File: src/rtl/mem_port_arbiter.sv
// mem_port_arbiter: single-port RAM arbiter for loader / fetch / data requesters.
// One transaction in flight: IDLE picks a winner, ACCESS drives the RAM for one
// cycle, WAIT rides out the RAM read latency, RESP hands read data back.
module mem_port_arbiter #(
  parameter int AW      = 5,
  parameter int DW      = 8,
  parameter int MEM_LAT = 1
) (
  input  logic          clk,
  input  logic          rst,
  input  logic          ld_req,
  input  logic [AW-1:0] ld_addr,
  input  logic [DW-1:0] ld_wdata,
  output logic          ld_gnt,
  input  logic          if_req,
  input  logic [AW-1:0] if_addr,
  output logic          if_gnt,
  output logic          if_rvalid,
  input  logic          da_req,
  input  logic          da_we,
  input  logic [AW-1:0] da_addr,
  input  logic [DW-1:0] da_wdata,
  output logic          da_gnt,
  output logic          da_rvalid,
  output logic [DW-1:0] rdata,
  output logic          mem_en,
  output logic          mem_we,
  output logic [AW-1:0] mem_addr,
  output logic [DW-1:0] mem_wdata,
  input  logic [DW-1:0] mem_rdata,
  output logic          busy
);

  typedef enum logic [1:0] {IDLE, ACCESS, WAIT, RESP} state_t;
  typedef enum logic [1:0] {OWN_LD, OWN_IF, OWN_DA} owner_t;

  // Latency counter preload; MEM_LAT is limited to 1..4 so it fits in 2 bits.
  localparam logic [1:0] CNT_INIT = 2'(MEM_LAT - 1);

  state_t        state, state_nxt;
  owner_t        owner;
  logic [AW-1:0] req_addr;
  logic [DW-1:0] req_wdata;
  logic          req_we;
  logic          last_da;   // 1: DA was the last IF/DA winner
  logic [1:0]    cnt;

  owner_t        win;
  logic          win_vld;
  logic [AW-1:0] win_addr;
  logic [DW-1:0] win_wdata;
  logic          win_we;

  logic          in_access;
  logic          in_resp;
  logic          cap_now;

  assign in_access = (state == ACCESS);
  assign in_resp   = (state == RESP);
  assign cap_now   = (state == WAIT) && (cnt == 2'd0);

  // Winner selection: loader is absolute priority; IF/DA tie goes to the one
  // that did not win last time.
  always_comb begin
    win       = OWN_LD;
    win_vld   = 1'b0;
    win_addr  = ld_addr;
    win_wdata = ld_wdata;
    win_we    = 1'b1;
    if (ld_req) begin
      win_vld = 1'b1;
    end else if (if_req && (!da_req || last_da)) begin
      win       = OWN_IF;
      win_vld   = 1'b1;
      win_addr  = if_addr;
      win_wdata = '0;
      win_we    = 1'b0;
    end else if (da_req) begin
      win       = OWN_DA;
      win_vld   = 1'b1;
      win_addr  = da_addr;
      win_wdata = da_wdata;
      win_we    = da_we;
    end
  end

  // Next-state logic for the access sequencer.
  always_comb begin
    state_nxt = state;
    case (state)
      IDLE:    if (win_vld) state_nxt = ACCESS;
      ACCESS:  state_nxt = req_we ? IDLE : WAIT;
      WAIT:    if (cnt == 2'd0) state_nxt = RESP;
      RESP:    state_nxt = IDLE;
      default: state_nxt = IDLE;
    endcase
  end

  // State register.
  always_ff @(posedge clk) begin
    if (rst) state <= IDLE;
    else     state <= state_nxt;
  end

  // Latch the winning request; the requester's fields are ignored afterwards.
  always_ff @(posedge clk) begin
    if (rst) begin
      owner     <= OWN_LD;
      req_addr  <= '0;
      req_wdata <= '0;
      req_we    <= 1'b0;
    end else if (state == IDLE && win_vld) begin
      owner     <= win;
      req_addr  <= win_addr;
      req_wdata <= win_wdata;
      req_we    <= win_we;
    end
  end

  // Round-robin history; loader grants leave it untouched.
  always_ff @(posedge clk) begin
    if (rst)
      last_da <= 1'b1;
    else if (state == IDLE && win_vld && win != OWN_LD)
      last_da <= (win == OWN_DA);
  end

  // Read-latency down-counter, preloaded as the read leaves ACCESS.
  always_ff @(posedge clk) begin
    if (rst)
      cnt <= 2'd0;
    else if (in_access)
      cnt <= CNT_INIT;
    else if (state == WAIT && cnt != 2'd0)
      cnt <= cnt - 2'd1;
  end

  // Read data capture; holds until the next read lands.
  always_ff @(posedge clk) begin
    if (rst)
      rdata <= '0;
    else if (cap_now)
      rdata <= mem_rdata;
  end

  // RAM pins are quiet outside ACCESS so an aborted access never leaks out.
  assign mem_en    = in_access;
  assign mem_we    = in_access && req_we;
  assign mem_addr  = in_access ? req_addr  : '0;
  assign mem_wdata = in_access ? req_wdata : '0;

  assign ld_gnt    = in_access && (owner == OWN_LD);
  assign if_gnt    = in_access && (owner == OWN_IF);
  assign da_gnt    = in_access && (owner == OWN_DA);
  assign if_rvalid = in_resp   && (owner == OWN_IF);
  assign da_rvalid = in_resp   && (owner == OWN_DA);

  assign busy      = (state != IDLE);

endmodule

File: config.mk
export PLATFORM = sky130hd
export DESIGN_NAME = mem_port_arbiter
export DESIGN_NICKNAME = d
export VERILOG_FILES = /design/src/rtl/mem_port_arbiter.sv
export SDC_FILE = /design/constraint.sdc
export NUM_CORES = 1
export LEC_CHECK = 0
export ABC_AREA = 1
export CAP_MARGIN = 15
export CORE_UTILIZATION = 41
export DETAILED_ROUTE_END_ITERATION = 8
export PLACE_DENSITY = 0.8
export SYNTH_ARGS = -nofsm -noshare
export SYNTH_HDL_FRONTEND = slang
export SYNTH_SLANG_ARGS = --single-unit
File: constraint.sdc
create_clock -name clk -period 1.7 [get_ports clk]
set_input_delay 0.255 -clock clk [delete_from_list [all_inputs] [get_ports clk]]
set_output_delay 0.255 -clock clk [all_outputs]
set_load 0.01 [all_outputs]
Word level (Yosys, flattened, before mapping)
Index checks and enable logic that the tools add are counted.

Reduce and logical (&&, ||, !) cells: 21. Add/sub/neg operators: 1. Multipliers: 0. Div/mod/pow operators: 0. Bitwise logic cells: 0. Mux-type cells: 21. Equality and inequality tests: 8. Shifts and indexed selects: 0. $lt $le $gt $ge: 0.

Operators by type and width (count): $mux 8 (4); $mux 5 (4); $mux 2 (6); $logic_and 1x1->1 (11); $eq 2x2->1 const B (4); $pmux 2 s4 (1); $logic_not 2->1 (3); $mux 1 (6); $reduce_bool 2->1 (3); $eq 2x1->1 const B (2); $ne 2x1->1 const B (1); $ne 2x2->1 const B (1); $reduce_and 2->1 (1); $reduce_or 2->1 (1); $sub 2x1->2 const B (1); $logic_not 1->1 (1); $logic_or 1x1->1 (1).

Word-level logic and storage cells: 59. Memories kept: 0. Bits in registers: 29. Bits in latches: 0. ROM bits: 0. Input bits: 45. Bits in writable memories: 0. Output and inout bits: 29.

Longest topological paths before layout
Depth after elaboration: 7. Depth in mapped cells: 9. Gate-level depth less buffers: 8.

Worst setup path before layout
No wires, ideal clock.

Path type: register to output. From: register state[0]. To: output mem_addr[1]. Cell stages (with the launch flop): 6. Buffers on the path: 1. Data required time: 1.445 ns. Data arrival time: 1.313 ns. Setup slack: 0.132 ns. Cell sequence: dfxtp_1 inv_1 nor2_1 clkinv_1 buf_2 nor2_1.

Longest elaborated chain between the ends: 2.

Ends and longest elaborated chain: start: declaration (line 40) `state_t state, state_nxt;`; start signal: assignment (line 102) `else state <= state_nxt;`; $eq 2x1->1 (line 58) `assign in_access = (state == ACCESS);`; net mem_en (line 26) `output logic mem_en,`; $mux 5 (line 149) `assign mem_addr = in_access ? req_addr : '0;`; end: declaration (line 28) `output logic [AW-1:0] mem_addr,`.

The timed path passes the listed nets, and every way through them passes these cells.

==> key figures <==
Timing
  • Endpoints failing hold: 0
  • Slew HR: 0.678
  • Max Freq: 624 MHz
  • Hold WS: 0.438 ns
  • Final Cycle Share: 0.942
  • Final setup fails: 0
  • Slew @ Worst Pin: 0.481 ns
  • Minimum clock period: 1.60 ns
  • Slew Limit Fails: 0
  • Clk_skew: 0.00224 ns

Floorplan
  • Die ar.: 0.00409 mm2
  • Initial Util: 0.430
  • Die width: 64.0 um
  • Rows: 22
  • Core Area: 0.00366 mm2
  • # IOs: 74
  • Die height: 64.0 um

Route
  • DRC: 0
  • Vias per std cell: 4.59
  • Routed vias: 1,771
  • Initial DRC count: 96
  • Post-route ant nets: 0
  • Routed WL per cell: 10.4 um
  • Routed WL: 4.03 mm
  • DR pass1 iterations: 4

Clocking
  • CTS tree: done
  • CTS Buffer Depth: 2
  • Clock sinks: 29
  • Worst-path clk slew: 0.06 ns
  • Clock insertion delay at the later pin of the skew report: 0.28 ns
  • CTS H-tree lvls: 2
  • Root Buffer: clkbuf_8
  • Cts hold-fix bufs: 0
  • TritonCTS Buffers: 5

Run status
  • Outcome: finished clean

Synth
  • Synth Register Bits: 29
  • Sequential area share after synthesis: 0.369
  • Synth cell types: 24
  • Yosys Warn Count: 0
  • Synth Cell Area: 0.00157 mm2
  • Area share of the largest cell type after synthesis: 0.369
  • EDFF count, synth: 0
  • Asr flop ratio synth: 0
  • Post-synth top area cell: dfxtp_1
  • Synthesized area per cell: 6.25 um2
  • Synth area leaders: dfxtp_1, nand2_1, nor2_1
  • Mapped Nets: 298
  • Most used flip-flop cell after synthesis: dfxtp_1
  • Cells after Synth: 252

Worst setup path
  • Reg-to-Reg Start: cnt[0]
  • Worst endpoint data arrival time: 1.35 ns
  • Req. time, crit path: 1.44 ns
  • Reg2Reg Depth: 5
  • Critical-path maximum fanout: 5
  • R2R Path End: rdata[5]
  • Crit end category: output pin
  • Flop2flop setup slack: 0.30 ns
  • Crit Path Category: reg2out
  • Startpoint Class: flop

Place
  • Post-DP HPWL: 3.05 mm
  • RePlAce Congestion: 0.864
  • Placed insts: 378
  • IO Port Bufs: 73

Global routing
  • Initial antenna violation count: 0
  • First-pass GRT wire length: 6.77 mm
  • GRT Total Usage: 0.216
  • Vias in the first global route: 1,573
  • Largest net degree at the start of global routing: 26
  • Gr ovfl total: 0

Layout
  • Area delta synth->final: 59.9%
  • Share of cells above drive strength 1: 0.130
  • Layout fillers: 340
  • Utilization of the core after routing: 0.687
  • Antenna diodes: 0
  • Finished Layout Cells: 386
  • Fin nets: 383

Flow run
  • Number of max-cap violations: 0

Min path
  • WHS Endpoint: rdata[4]
  • Worst Hold Class: reg2reg
  • Hold Path Origin: rdata[4]
  • Min-Delay Path Depth: 2

Power and ir drop
  • Peak supply drop: 0.430 mV
  • Static leakage: 0.00122 uW
  • PwrDens: 777 mW/mm2
-- per-layer routing --
layer / wire [um] / part of all wire / vias up / track usage
met1: 1770 / 0.44 / 763 / 0.236
met2: 1920 / 0.48 / 58 / 0.372
met4: 71 / 0.018 / 0 / 0.102
li1: - / - / 942 / -
met3: 266 / 0.066 / 8 / 0.0750
met5: 0 / 0 / - / 0
-- cells in the final DEF, fill, tap and decap left out, drive strengths merged --
master and instances:
o21ai 8, clkbuf 12, inv 40, or2 5, nand3b 1, clkdlybuf4s50 52, clkdlybuf4s15 5, a211oi 1
dlygate4sd2 8, dfxtp 29, nor2 41, nand4 1, buf 17, dlymetal6s2s 1, ha 1, nand3 25
nor4 2, nor3 3, a21oi 18, clkinv 1, nand2 66, dlygate4sd1 1
-- power by group --
group / switching (uW) / internal, uW
clock: 247 / 365
combinational: 279 / 291
sequential: 24.2 / 748
-- synthesized netlist by cell type, types with 2 or more instances --
library cell,count
dfxtp_1,29
nor2_1,40
nor3_1,3
buf_2,4
a21oi_1,18
inv_1,39
nand2_1,63
clkbuf_1,4
nor4_1,2
nand3_1,24
or2_2,5
nand2_4,2
o21ai_0,8
-- kinds of logic (layout without fill, tap and decap cells) --
| logic type | Yosys count | in the layout | synth area share |
|---|---|---|---|
| AND/OR/NAND/NOR | 144 | 144 | 0.397 |
| buffers and inverters | 51 | 137 | 0.139 |
| flip-flops | 29 | 29 | 0.369 |
| AO/OA/AOI/OAI | 27 | 27 | 0.0874 |
| adder cells (fa/ha/maj) | 1 | 1 | 0.00795 |
-- worst max-delay path by stage --
stage	start	end	slack (ns)	cells after the start
6_report	flop	if_rvalid	0.1	4
5_1_grt	flop	if_rvalid	-0.009	4
4_1_cts	state[0]	mem_addr[0]	-0.002	6
3_5_place_dp	state[0]	mem_addr[0]	-0.006	6
3_3_place_gp	state[0]	mem_addr[0]	0.003	6
2_1_floorplan	state[0]	mem_addr[1]	0.13	5
-- flip-flops by register name, indices dropped and copies added, names as in the netlist, named ones only --
signal,flops
req_addr,5
rdata,8
req_we,1
cnt,2
last_da,1
state,1
req_wdata,8
owner,2
-- cell type report --
| class | count | area [um2] | share of cell area |
|---|---|---|---|
| multi-input cells | 172 | 782 | 0.311 |
| inverters | 40 | 150 | 0.0597 |
| well taps | 48 | 60.1 | 0.0239 |
| flip-flops and latches | 29 | 581 | 0.231 |
| clock inverters | 1 | 5.00 | 0.00199 |
| repair buffers | 89 | 842 | 0.335 |
| clock buffers | 7 | 96.3 | 0.0383 |
-- metrics by stage --
step	total power [uW]	area [um2]	setup WS (ns)	setup TNS, ns
floorplan	1090	1570	0.132	0
global placement	1360	2440	0.00318	0
detailed placement	1370	2440	-0.00585	-0.00585
CTS	1970	2530	-0.00217	-0.00217
global route	2090	2520	-0.00861	-0.00861
finish	1960	2520	0.0979	0
-- critical path, cell delays in order, from the launching register on --
cell           delay, ns
dfxtp_1             0.35
buf_4               0.15
inv_1               0.05
nor4_1              0.24
dlygate4sd1_1       0.28
-- timing repair --
| action | CTS | global route |
|---|---|---|
| gates resized for setup | 31 | 15 |
| buffers inserted | 0 | 0 |
| setup endpoints to repair | 20 | 18 |
Power figures use the tool's default switching activity.
==> RTL edit 1, RTL diff (config.mk and constraints unchanged) <==
Make the reset (`rst`) asynchronous in 5 clocked blocks.
--- a/src/rtl/mem_port_arbiter.sv
+++ b/src/rtl/mem_port_arbiter.sv
@@ -99,3 +99,3 @@
   // State register.
-  always_ff @(posedge clk) begin
+  always_ff @(posedge clk or posedge rst) begin
     if (rst) state <= IDLE;
@@ -105,3 +105,3 @@
   // Latch the winning request; the requester's fields are ignored afterwards.
-  always_ff @(posedge clk) begin
+  always_ff @(posedge clk or posedge rst) begin
     if (rst) begin
@@ -120,3 +120,3 @@
   // Round-robin history; loader grants leave it untouched.
-  always_ff @(posedge clk) begin
+  always_ff @(posedge clk or posedge rst) begin
     if (rst)
@@ -128,3 +128,3 @@
   // Read-latency down-counter, preloaded as the read leaves ACCESS.
-  always_ff @(posedge clk) begin
+  always_ff @(posedge clk or posedge rst) begin
     if (rst)
@@ -138,3 +138,3 @@
   // Read data capture; holds until the next read lands.
-  always_ff @(posedge clk) begin
+  always_ff @(posedge clk or posedge rst) begin
     if (rst)
Function: differs if rst is asserted again (counterexample within 4 cycles, from zero or initial values and one cycle with rst high); with rst held inactive, the same outputs for 10 cycles.
==> RTL edit 1 against the original RTL <==
Cell area grew 3.6%. Fmax down 1.5%. Sequential cell count did not move. Area after synthesis rose by 9.8%. Sequential share of layout area is 4.8 points higher. Setup slack got worse by 0.025 ns. First-iteration DRC count increased by 7.3%. Via count down 3.6%. Global-route usage fell by 1.1 points. Clock skew up 0.0021 ns. Synthesized cell count fell by 9.9%. Routed wire length is 9.9% higher.
Power is not compared: it rests on default switching activity, and its combinational part moved more than twofold at a synthesized area within 25%.
==> RTL edit 1: results <==
[timing]
skew_ns = 0.004368
relSlewSlack_pct = 75.81
whs_ns = 0.3424

[logic_synthesis]
avgSynthCellArea_um2 = 7.612
synth.mux.area_fraction_pct = 5.214
ys_async_sr_fraction_pct = 100.0
synth_cell_types = 28
synth_compound_area_share_pct = 8.110
ys_top_cells_by_count = "51 x nand2_1, 32 x inv_1, 28 x dfrtp_1"
syn-num-nets = 273
synthTopCellsByArea = "dfrtp_1 41%, nand2_1 11%, o21ai_0 7.0%"
synth-adder-area-share_pct = 0.7241
yosysSeqAreaShare_pct = 42.07
synthFlopType = "dfrtp_1"

[finish]
drive_above_1_share_pct = 16.56
nFillCells = 372
stdcell_count = 358

[placement]
gp_congestion = 0.7796
pre_cts_slack_ns = 0.02697
postPlaceCellArea_mm2 = 0.002532
place_hpwl_mm = 3.268

[global_route]
met2_usage_pct = 34.47
grt_max_degree = 31
first_global_vias = 1514
grt_use_met3_pct = 5.479
grt_use_met1_pct = 26.28
track_usage_pct = 20.51
grt_pass1_wl_mm = 6.886

[route]
wl_met3_um = 265
met2_length_mm = 2.141
vias = 1707
wl_mm = 4.424
met1_length_mm = 1.994

[hold_path]
hp-class = "primary input to async pin"

[setup_path]
critical_path.max_fanout = 8
cpPeakStageDelay_ns = 0.40
crit_arrival_ns = 1.37
slowest_stage = "dfrtp_1"

[clock_network]
clkLatencyLatePin_ns = 0.28
cts.repair.resized = 23
clkTransAtPathRegs_ns = 0.06

[status]
status = "completed"
[RTL edit 1: cell count changes after synthesis, sizes merged, moves of 3 or more]
cell / delta
a21oi: -18
dfrtp: +28
dfxtp: -29
inv: -3
mux2: +8
nand2: -3
nand3: -6
nor2: -16
o21ai: +20
or2: -4
[RTL edit 1: worst paths after layout]
path,depth (start not counted),end,start
worst max-delay path,5,mem_addr[4],flip-flop
worst min-delay path,3,rdata[6]$_DFFE_PP0P_,rst
worst max register to register,7,req_we$_DFFE_PP0P_,flip-flop
worst min register to register,1,flip-flop,req_we$_DFFE_PP0P_
max in group asynchronous,3,last_da$_DFFE_PP1P_,rst
min in group clk,1,flip-flop,req_we$_DFFE_PP0P_
[RTL edit 1: cell type report]
cell class              count  area share (%)
clock inverters             1          0.1919
inverters                  36           5.182
clock buffers               7           3.695
repair buffers             84           30.57
well taps                  50           2.399
flip-flops and latches     29           27.88
multi-input cells         151           30.09
==> RTL edit 2, RTL diff (same flow settings) <==
Without the edit above. `AW`: 5 -> 6.
--- a/src/rtl/mem_port_arbiter.sv
+++ b/src/rtl/mem_port_arbiter.sv
@@ -4,3 +4,3 @@
 module mem_port_arbiter #(
-  parameter int AW      = 5,
+  parameter int AW      = 6,
   parameter int DW      = 8,
Ports: changed (resized da_addr, if_addr, ld_addr and mem_addr); port bits go from 74 to 78. The function was not compared with the original's and may differ.
==> RTL edit 2 against the original RTL <==
Clock skew fell by 0.00069 ns. Global-route usage decreased by 0.33 points. Power grew 1.5%. Sequential cell count rose by 1. Area after synthesis rose by 8.5%. Routed wire length up 6.6%. Setup slack lost 0.041 ns. Cell area rose by 4.9%. Critical path depth is 1 higher. Fmax fell by 2.5%. First-iteration DRC count is 23% lower. Non-clock buffer count increased by 2. Synthesized cell count up 5.6%.
==> RTL edit 2: results <==
[status]
status = "completed"

[placement]
gp_congestion = 0.7882
postPlaceCellArea_mm2 = 0.002552
portBuffers = 77
pre_cts_slack_ns = -0.03704
dp.cells = 393
place_hpwl_mm = 3.061

[power]
switchingPower_uw = 597.6
power_leakage_uw = 0.001268
pg_comb_uw = 587
ir_drop_mv = 0.3655
pg_seq_uw = 802
power_uw = 1984

[route]
wl_per_cell_um = 10.65
routed_via_density = 4.663
initialDrtViolationCount = 74

[logic_synthesis]
syn-num-nets = 315
ys_top_cells_by_count = "66 x nand2_1, 41 x nor2_1, 38 x inv_1"
synth_edf_count = 0
yosysSeqAreaShare_pct = 35.16
synth_cell_types = 25
synthTopCellsByArea = "dfxtp_1 35%, nand2_1 15%, nor2_1 9.0%"
ys.warnings.count = 0
synthCells = 266
ys_async_sr_fraction_pct = 0

[finish]
antenna-diode-count = 0
regArea_um2 = 601.8
nFillCells = 387
reg_top3 = "rdata (8), req_wdata (8), req_addr (6)"
stdcell_count = 403
drive_above_1_share_pct = 12.46

[timing]
hold_viol = 0
worst-slew-pin-transition_ns = 0.5050
skew_ns = 0.001550

[setup_path]
worstRegToRegCells = 5
path_delay_family = "buffers and inverters"
critical_path.max_fanout = 16
crit_arrival_ns = 1.39

[clock_network]
numCtsBuffers = 5
clock-root-buffer = "clkbuf_8"
clock_tree.buffer_depth = 2

[global_route]
first_global_vias = 1650
track_usage_pct = 21.31
grt_max_degree = 32
grt_pass1_wl_mm = 7.107

[hold_path]
worstHoldPathCells = 2
RTL edit 2: changes by cell type after synthesis, sizes merged:
| cell | delta |
|---|---|
| buf | +5 |
| nand3 | +2 |
| dfxtp | +1 |
| nand2 | +5 |
| or2 | +1 |
| clkinv | -1 |
| a21oi | +1 |
| nor2 | +1 |
| inv | +3 |
| clkbuf | -4 |
RTL edit 2: cell families (layout without fill, tap and decap cells):
kind of cell | after synthesis | count (layout) | share of synthesized area, %
buffers and inverters | 54 | 141 | 14.58
AOI/OAI and AO/OA | 28 | 28 | 8.352
and+or+nand+nor | 153 | 153 | 41.17
adders and majority gates | 1 | 1 | 0.7325
DFF | 30 | 30 | 35.17
RTL edit 2: path summary, 6_finish.rpt:
kind / end / slack (ns) / start
worst max-delay path: mem_addr[5] / 0.06 / flip-flop
worst min-delay path: rdata[3]$_SDFFE_PP0P_ / 0.44 / rdata[3]$_SDFFE_PP0P_
worst max register to register: rdata[0]$_SDFFE_PP0P_ / 0.28 / cnt[0]$_SDFFE_PP0P_
worst min register to register: rdata[3]$_SDFFE_PP0P_ / 0.44 / rdata[3]$_SDFFE_PP0P_
RTL edit 2: layout make-up:
class,count,share of cell area [%]
well taps,50,2.371
repair buffers,91,32.05
multi-input cells,182,33.24
inverters,42,6.069
flip-flops and latches,30,22.81
clock buffers,7,3.272
clock inverters,1,0.1897
RTL edit 2: per-layer routing:
| layer | wire length, um | track usage [%] | up-vias |
|---|---|---|---|
| met2 | 1908 | 35.61 | 67 |
| li1 | - | - | 991 |
| met4 | 62 | 9.043 | 0 |
| met1 | 1965 | 24.69 | 815 |
| met5 | 0 | 0 | - |
| met3 | 355 | 6.849 | 6 |
RTL edit 2: what timing repair did:
action,in CTS,in global routing
hold buffers,0,0
gates resized for setup,30,11
setup endpoints to repair,22,6
buffers inserted,2,0
